File: config.mk
export PLATFORM = sky130hd
export DESIGN_NAME = serial_addsub_32bit_flat
export DESIGN_NICKNAME = d
export VERILOG_FILES = /design/src/rtl/serial_addsub_32bit_if.sv /design/src/rtl/serial_addsub_32bit.sv /design/src/flat_wrapper.sv
export SDC_FILE = /design/constraint.sdc
export NUM_CORES = 1
export LEC_CHECK = 0
export CAP_MARGIN = 20
export CORE_MARGIN = 2
export CORE_UTILIZATION = 56
export DETAILED_ROUTE_END_ITERATION = 16
export GPL_ROUTABILITY_DRIVEN = 0
export PLACE_DENSITY = 0.87
export SYNTH_ARGS = -nofsm -noshare
export SYNTH_HDL_FRONTEND = slang
export SYNTH_SLANG_ARGS = --single-unit
File: constraint.sdc
create_clock -name clk -period 11 [get_ports clk]
set_input_delay 1.65 -clock clk [delete_from_list [all_inputs] [get_ports clk]]
set_output_delay 1.65 -clock clk [all_outputs]
set_load 0.01 [all_outputs]
File: src/rtl/serial_addsub_32bit_if.sv
// Request/result bundle for the serial 32-bit adder/subtractor.
// The master side issues start/op/operands; the slave side returns status and result.
interface serial_addsub_32bit_if;
    logic        start;
    logic        op;
    logic [31:0] input1;
    logic [31:0] input2;
    logic        busy;
    logic        done;
    logic [31:0] adder_output;
    logic        carry;
    logic        overflow;
    logic        zero;
    logic        negative;

    modport master (
        output start, op, input1, input2,
        input  busy, done, adder_output, carry, overflow, zero, negative
    );

    modport slave (
        input  start, op, input1, input2,
        output busy, done, adder_output, carry, overflow, zero, negative
    );
endinterface

File: src/rtl/serial_addsub_32bit.sv
// Slice-serial 32-bit add/subtract: SLICE_W bits per cycle, LSB slice first,
// with the carry chained through a register between slices.
module serial_addsub_32bit #(
    parameter int SLICE_W = 8
) (
    input  logic                 clk,
    input  logic                 rst_n,
    serial_addsub_32bit_if.slave bus
);
    localparam int N     = 32 / SLICE_W;
    localparam int CNT_W = (N > 1) ? $clog2(N) : 1;
    localparam logic [31:0] SLICE_MASK = 32'((64'd1 << SLICE_W) - 64'd1);

    typedef enum logic [1:0] {IDLE, RUN, DONE} state_t;

    state_t             state;
    logic [31:0]        a_q;
    logic [31:0]        b_q;
    logic [31:0]        sum_q;
    logic               cin_q;
    logic [CNT_W-1:0]   cnt_q;
    logic               busy_q;
    logic               done_q;
    logic               carry_q;
    logic               ovf_q;
    logic               zero_q;
    logic               neg_q;

    logic [4:0]         shamt;
    logic [SLICE_W-1:0] slice_a;
    logic [SLICE_W-1:0] slice_b;
    logic [SLICE_W:0]   slice_sum;
    logic [31:0]        merged;
    logic               last;

    // The current slice is selected by shifting; merged keeps the other bits of the partial sum.
    always_comb begin
        shamt     = 5'(32'(cnt_q) * 32'(SLICE_W));
        slice_a   = SLICE_W'(a_q >> shamt);
        slice_b   = SLICE_W'(b_q >> shamt);
        slice_sum = {1'b0, slice_a} + {1'b0, slice_b} + (SLICE_W+1)'(cin_q);
        merged    = (sum_q & ~(SLICE_MASK << shamt))
                  | (32'(slice_sum[SLICE_W-1:0]) << shamt);
        last      = (cnt_q == CNT_W'(N - 1));
    end

    always_ff @(posedge clk or negedge rst_n) begin
        if (!rst_n) begin
            state   <= IDLE;
            a_q     <= '0;
            b_q     <= '0;
            sum_q   <= '0;
            cin_q   <= 1'b0;
            cnt_q   <= '0;
            busy_q  <= 1'b0;
            done_q  <= 1'b0;
            carry_q <= 1'b0;
            ovf_q   <= 1'b0;
            zero_q  <= 1'b1;
            neg_q   <= 1'b0;
        end else begin
            case (state)
                IDLE, DONE: begin
                    done_q <= 1'b0;
                    if (bus.start) begin
                        a_q    <= bus.input1;
                        b_q    <= bus.op ? ~bus.input2 : bus.input2;
                        cin_q  <= bus.op;
                        cnt_q  <= '0;
                        busy_q <= 1'b1;
                        state  <= RUN;
                    end else begin
                        state  <= IDLE;
                    end
                end
                RUN: begin
                    sum_q <= merged;
                    cin_q <= slice_sum[SLICE_W];
                    cnt_q <= cnt_q + 1'b1;
                    if (last) begin
                        state   <= DONE;
                        busy_q  <= 1'b0;
                        done_q  <= 1'b1;
                        carry_q <= slice_sum[SLICE_W];
                        ovf_q   <= (a_q[31] == b_q[31]) && (merged[31] != a_q[31]);
                        zero_q  <= (merged == '0);
                        neg_q   <= merged[31];
                    end
                end
                default: state <= IDLE;
            endcase
        end
    end

    assign bus.busy         = busy_q;
    assign bus.done         = done_q;
    assign bus.adder_output = sum_q;
    assign bus.carry        = carry_q;
    assign bus.overflow     = ovf_q;
    assign bus.zero         = zero_q;
    assign bus.negative     = neg_q;
endmodule

File: src/flat_wrapper.sv
// flat-port wrapper written by rule: the top's interface ports become plain ports
module serial_addsub_32bit_flat 
#(
    parameter int SLICE_W = 8
)
  (clk, rst_n, bus_start, bus_op, bus_input1, bus_input2, bus_busy, bus_done, bus_adder_output, bus_carry, bus_overflow, bus_zero, bus_negative);
  serial_addsub_32bit_if bus_i ();
  input  logic clk;
  input  logic rst_n;
  input wire logic [$bits(bus_i.start)-1:0] bus_start;
  input wire logic [$bits(bus_i.op)-1:0] bus_op;
  input wire logic [$bits(bus_i.input1)-1:0] bus_input1;
  input wire logic [$bits(bus_i.input2)-1:0] bus_input2;
  output wire logic [$bits(bus_i.busy)-1:0] bus_busy;
  output wire logic [$bits(bus_i.done)-1:0] bus_done;
  output wire logic [$bits(bus_i.adder_output)-1:0] bus_adder_output;
  output wire logic [$bits(bus_i.carry)-1:0] bus_carry;
  output wire logic [$bits(bus_i.overflow)-1:0] bus_overflow;
  output wire logic [$bits(bus_i.zero)-1:0] bus_zero;
  output wire logic [$bits(bus_i.negative)-1:0] bus_negative;
  assign bus_i.start = bus_start;
  assign bus_i.op = bus_op;
  assign bus_i.input1 = bus_input1;
  assign bus_i.input2 = bus_input2;
  assign bus_busy = bus_i.busy;
  assign bus_done = bus_i.done;
  assign bus_adder_output = bus_i.adder_output;
  assign bus_carry = bus_i.carry;
  assign bus_overflow = bus_i.overflow;
  assign bus_zero = bus_i.zero;
  assign bus_negative = bus_i.negative;
  serial_addsub_32bit #(.SLICE_W(SLICE_W)) u_core (.clk(clk), .rst_n(rst_n), .bus(bus_i));
endmodule
# Word level (Yosys, flattened, before mapping)
# Index checks and enable logic that the tools add are counted.
# op_classes
add_sub_neg	3
multipliers	0
n_div	0
n_lt_le_gt_ge	0
eq_ne	7
shifts	4
mux	13
bitwise_logic	4
reduce_logical	10
# ops
op	count
NOT 32 bit	2
right shift 32 x 5 -> 8 bit	2
AND 32 bit	1
logical NOT 32 bit	1
2-to-1 mux 32 bit	1
OR 32 bit	1
<< shifter 8 x 5 -> 32 bit	1
<< shifter 8 x 5 -> 32 bit (first input constant)	1
adder 8 x 8 -> 9 bit	1
adder 9 x 1 -> 9 bit	1
case mux 2 bit (2 select lines)	2
AND reduction 2 bit	4
case mux 1 bit (2 select lines)	3
2-to-1 mux 1 bit	5
== test 2 bit (second input constant)	2
2-to-1 mux 2 bit	2
AND reduction 3 bit	1
adder 2 x 1 -> 2 bit (second input constant)	1
== test 2 x 1 -> 1 bit (second input constant)	1
logical NOT 2 bit	1
!= test 2 x 1 -> 1 bit (second input constant)	1
!= test 2 bit (second input constant)	1
nonzero test 2 bit	1
OR reduction 2 bit	1
other kinds (3)	3
# totals
ff_bits	107
latch_bits	0
ram_bits	0
romBits	0
output_inout_bits	38
elab_cells	53
memories	0

# Longest topological paths before layout
# depth
word_depth	7
ltp_mapped	13
ltp_nobuf	9

# Worst setup path after synthesis
# No wires, ideal clock.
# synth_path
kind	register -> register
from	register u_core.cnt_q[0]
to	register u_core.zero_q, in the netlist u_core.bus.zero
setup_time_ns	0.062
arrival_ns	3.731
t_required_ns	10.938
slack_ns	7.207
path_stages_with_launch	13
path_buffers	3
path_cell_list	dfrtp_1 > buf_2 > buf_2 > mux4_2 > fa_1 > fa_1 > a211oi_4 > o21bai_2 > nor2b_4 > buf_6 > a22o_1 > a2111oi_2 > a41o_1
# synth_between
elab_chain_len	6
# synth_lines
element	line	text
start: declaration	serial_addsub_32bit.sv:21	logic [CNT_W-1:0] cnt_q;
start signal: assignment	serial_addsub_32bit.sv:79	cnt_q <= cnt_q + 1'b1;
right shift 32 x 5 -> 8 bit, on equally long branches	serial_addsub_32bit.sv:39, serial_addsub_32bit.sv:40	
adder 8 x 8 -> 9 bit	serial_addsub_32bit.sv:41	slice_sum = {1'b0, slice_a} + {1'b0, slice_b} + (SLICE_W+1)'(cin_q);
adder 9 x 1 -> 9 bit	serial_addsub_32bit.sv:41	
<< shifter 8 x 5 -> 32 bit	serial_addsub_32bit.sv:43	| (32'(slice_sum[SLICE_W-1:0]) << shamt);
OR 32 bit	serial_addsub_32bit.sv:43	
logical NOT 32 bit	serial_addsub_32bit.sv:86	zero_q <= (merged == '0);
end signal: assignment	serial_addsub_32bit.sv:86	
end: declaration	serial_addsub_32bit.sv:26	logic zero_q;
# Parallel ways exist; a longest one is shown, timed or not.
# A chain may end at the register's enable or synchronous reset.

# Final worst setup path
# layout_path
from	register u_core.cnt_q[1]
to	register u_core.zero_q, in the netlist u_core.bus.zero
# Same word-level chain as after synthesis.

==> flow_results.org <==
** Worst setup path
- By startpoint and endpoint, the worst setup path is classified as reg -> reg.
- Critical path required time :: 11.32 ns
- Startpoint types :: register
- In this run the critical register-to-register path is captured at u_core.bus.zero.
- The worst setup path is captured at a register.
- The number of cells on the worst reg-to-reg path is 10.
- In this run the worst path has a maximum fanout of 18.
- STA puts the critical path data arrival time at 4.07 ns.
- Reg-to-reg setup timing slack :: 7.26 ns
- Worst reg2reg path startpoint :: u_core.cnt_q[1]

** Layout
- Ant. Diodes :: 0
- Post-layout net count :: 689
- The filler cells instantiated in the layout total 631.
- Summing all non-filler instances in the final layout gives an area of 6680 sq um.
- Area added between synthesis and finish :: 25.1%
- Fraction of layout instances using a drive strength above 1 :: 9.30%

** Route
- Total met3 wirelength after detailed routing :: 730 microns
- In the routed layout, each cell is associated on average with a via count of 5.71.
- Length of routed met2 wiring :: 5960 microns
- DRT Wirelength :: 12200 microns
- Dividing the detail-routed wire length by the instance count gives 16.4 microns.
- Remaining antenna violation count :: 0
- Summing over every cut layer, the via total after detailed routing is 4234.
- For this block, the initial DRC count from the detailed router was 272.
- For this run, design rule violations remaining after detail routing come to 0.
- In the final routing, the length of wire on met1 measures 5060 microns.
- The highest layer touched by signal routing is met4.
- Number of iterations in the first detailed-routing pass :: 4

** Logic synthesis
- The synthesized design spends more area on one cell type than any other, namely sky130_fd_sc_hd__dfrtp_1.
- Flip-flop cell with the highest count after synthesis :: sky130_fd_sc_hd__dfrtp_1
- In this run the cell area of the synthesized design comes to 5340 sq um.
- Each instance of the synthesized netlist takes up on average 10.3 sq um.
- Synthesis produced a netlist whose cell count is 518.
- Part of the Yosys area used for sequential elements :: 50.2%
- When the netlist entered floorplanning its net count stood at 599.
- After synthesis the netlist holds a flip-flop and latch count of 107.
- EDFF count, synth :: 0
- Warnings from Yosys :: 0
- The number of different library cells used by synthesis comes to 56.
- Sorting the synthesized cells by area gives the leading types as sky130_fd_sc_hd__dfrtp_1 50%, sky130_fd_sc_hd__nand2_1 10%, sky130_fd_sc_hd__mux4_2 6.7%.
- For this run, asynchronously set or reset flops after synthesis account for 100%.
- The top cell type by area accounts for 49.7% of the synthesized area.

** Die
- Row cnt :: 35
- Total die area :: 10300 sq um
- In this run the standard cell core region covers 9240 sq um.
- Die Y-Extent :: 102 microns
- From left edge to right edge, the die measures 102 microns.
- In this run the count of I/O pins placed on the die edge is 106.
- Initial Utilization :: 57.8%

** GRT
- Total global routing overflow :: 0
- Initial antenna violation count :: 0
- Vias in the first global route :: 4145
- Global routing used 24.4% of the available tracks across all layers.
- The first global-routing pass estimated 19600 microns of wire.
- Maximum number of pins on one net before global-route repair :: 87

** Clocking
- Postcts setup bufs :: 0
- TritonCTS built the clock tree.
- The clock tree synthesis step divided the H-tree into 3 levels.
- Post-CTS repair changed the size of 0 cells.
- Buffers inserted during clock tree synthesis total 9.
- The longest clock path from root to sink contains 2 buffers.
- The number of hold buffers added after CTS was 0.
- Clock Pin Slew Worst Setup and Hold Paths :: 0.11 ns
- Counting every sink on the clock net gives 107.
- The later pin in the worst-skew pair is clocked with a latency of 0.37 ns.
- Root buffer selected by CTS :: sky130_fd_sc_hd__clkbuf_8

** Min path
- Number of cells on the worst hold path :: 2
- Worst Hold Path EP :: u_core.a_q[10]
- The tightest min-delay check is of the reg -> reg type.
- Hold wc startpoint :: u_core.a_q[10]

** Timing
- Headroom to the max-slew limit :: 41.7%
- Count of endpoints failing setup in the final report :: 0
- Pin slew with the least headroom to its limit :: 0.875 ns
- Setup repair after global routing left no endpoint under its margin.
- In the finished design, the share of the clock period the worst path needs comes to 34.0%.
- Accumulated negative setup slack :: 0 ns
- Between clock sinks in the finished design, the worst skew comes to 0.0219 ns.
- The count of endpoints failing hold in the final timing report was 0.
- Maximum operating frequency :: 267 MHz
- For the finished layout, the period the worst path requires is 3.74 ns.
- Number of pins with negative max-slew slack in the final report :: 0

** Place
- Post-detailed-placement half-perimeter wirelength :: 8560 microns
- In this run the cell area measured after placement is 6440 sq um.
- During placement, the flow inserted port buffers numbering 105.

** Power
- Summed over all cells, the static leakage comes to 2.97 nW.
- Peak supply drop :: 0.231 mV
- Cell area power density :: 371 nW/um^2

** Run
- Number of max-capacitance violations reported :: 0

** Status
- Result of the run :: complete, no violations
cell families after synthesis:
kind of cell | count (synthesis) | share of synthesized area [%]
AOI/OAI and AO/OA | 111 | 14.9
xor gates and xnor gates | 37 | 6.21
adders and majority gates | 13 | 3.33
buffers and inverters | 40 | 3.14
DFF | 107 | 50.2
muxes | 17 | 6.93
and+or+nand+nor | 193 | 15.3
metal layers:
layer	track usage (%)	vias up
met2	40.7	190
li1	-	1969
met1	32.7	2038
met5	0	-
met4	10.2	0
met3	3.04	37
worst max-delay path by stage:
| stage | from | endpoint | slack [ns] |
|---|---|---|---|
| 6_report | u_core.cnt_q[1] | u_core.bus.zero | 7.26 |
| 3_5_place_dp | bus_start | u_core.cin_q | 7.21 |
| 3_3_place_gp | bus_start | u_core.cin_q | 7.27 |
| 5_1_grt | u_core.cnt_q[0] | u_core.bus.zero | 7.06 |
| 2_1_floorplan | u_core.cnt_q[0] | u_core.bus.zero | 7.21 |
| 4_1_cts | u_core.cnt_q[0] | u_core.bus.zero | 7.26 |
layout by cell type (no fill, tap or decap), types with 11 or more instances in the layout:
cell	instances
sky130_fd_sc_hd__dfrtp_1	106
sky130_fd_sc_hd__ha_1	11
sky130_fd_sc_hd__clkbuf_8	11
sky130_fd_sc_hd__nor2_1	15
sky130_fd_sc_hd__o21ai_0	40
sky130_fd_sc_hd__nand2_1	147
sky130_fd_sc_hd__clkdlybuf4s50_1	103
sky130_fd_sc_hd__a22o_1	25
sky130_fd_sc_hd__mux4_2	16
sky130_fd_sc_hd__xnor2_1	35
state kept, by name (all words and copies together), names as in the netlist, 2 cells and up:
name,count
u_core.bus.adder_output,32
u_core.b_q,32
u_core.a_q,32
u_core.cnt_q,2
u_core.state,2
critical path, cell delays in order, from the launching register on:
cell                        delay [ns]
sky130_fd_sc_hd__dfrtp_1          0.64
sky130_fd_sc_hd__buf_4            0.36
sky130_fd_sc_hd__mux4_2           0.36
sky130_fd_sc_hd__fa_1             0.48
sky130_fd_sc_hd__fa_1             0.46
sky130_fd_sc_hd__a211oi_4         0.32
sky130_fd_sc_hd__o21bai_2         0.12
sky130_fd_sc_hd__nor2b_4          0.17
sky130_fd_sc_hd__a22o_1           0.21
sky130_fd_sc_hd__a2111oi_2        0.36
sky130_fd_sc_hd__a41o_1           0.21
cells in the mapped netlist (2+ instances only):
cell / n
sky130_fd_sc_hd__or4_1: 2
sky130_fd_sc_hd__a22o_2: 5
sky130_fd_sc_hd__o21bai_2: 2
sky130_fd_sc_hd__ha_1: 11
sky130_fd_sc_hd__xnor2_1: 35
sky130_fd_sc_hd__mux4_2: 16
sky130_fd_sc_hd__nand2b_1: 3
sky130_fd_sc_hd__nor4_1: 4
sky130_fd_sc_hd__inv_1: 8
sky130_fd_sc_hd__dfrtp_1: 106
sky130_fd_sc_hd__o21ai_0: 40
sky130_fd_sc_hd__a21oi_1: 10
sky130_fd_sc_hd__nor2b_1: 6
sky130_fd_sc_hd__nor2_1: 15
sky130_fd_sc_hd__nor3_1: 6
sky130_fd_sc_hd__nand2_1: 147
sky130_fd_sc_hd__o21a_1: 2
sky130_fd_sc_hd__o211ai_1: 2
sky130_fd_sc_hd__buf_2: 8
sky130_fd_sc_hd__a221oi_1: 2
sky130_fd_sc_hd__clkbuf_1: 19
sky130_fd_sc_hd__a22oi_1: 2
sky130_fd_sc_hd__buf_1: 4
sky130_fd_sc_hd__o31ai_1: 3
sky130_fd_sc_hd__fa_1: 2
sky130_fd_sc_hd__o21bai_1: 3
sky130_fd_sc_hd__a22o_1: 25
sky130_fd_sc_hd__o21ai_1: 2
area by class of cell:
cell class / count / area, sq um / area share, %
Clock buffer: 11 / 151 / 2.27
Clock inverter: 5 / 42.5 / 0.637
Multi-Input combinational cell: 371 / 2500 / 37.4
Sequential cell: 107 / 2680 / 40.1
Inverter: 8 / 30.0 / 0.450
Tap cell: 129 / 161 / 2.42
Timing Repair Buffer: 111 / 1120 / 16.7
power breakdown:
part / switching, mW / internal, mW / total (mW)
Combinational: 0.856 / 0.680 / 1.54
Sequential: 0.122 / 0.583 / 0.705
Clock: 0.137 / 0.0978 / 0.235
Total: 1.12 / 1.36 / 2.48
through the flow:
step	utilization, %	hold WS [ns]	power (mW)	setup WS [ns]	instances
floorplan	-	0.440	1.77	7.21	518
global placement	69.7	0.453	2.14	7.27	724
detailed placement	69.7	0.459	2.20	7.21	724
CTS	71.8	0.482	2.44	7.26	740
global route	72.3	0.497	2.64	7.06	742
finish	72.3	0.480	2.48	7.26	742
Power figures use the tool's default switching activity.
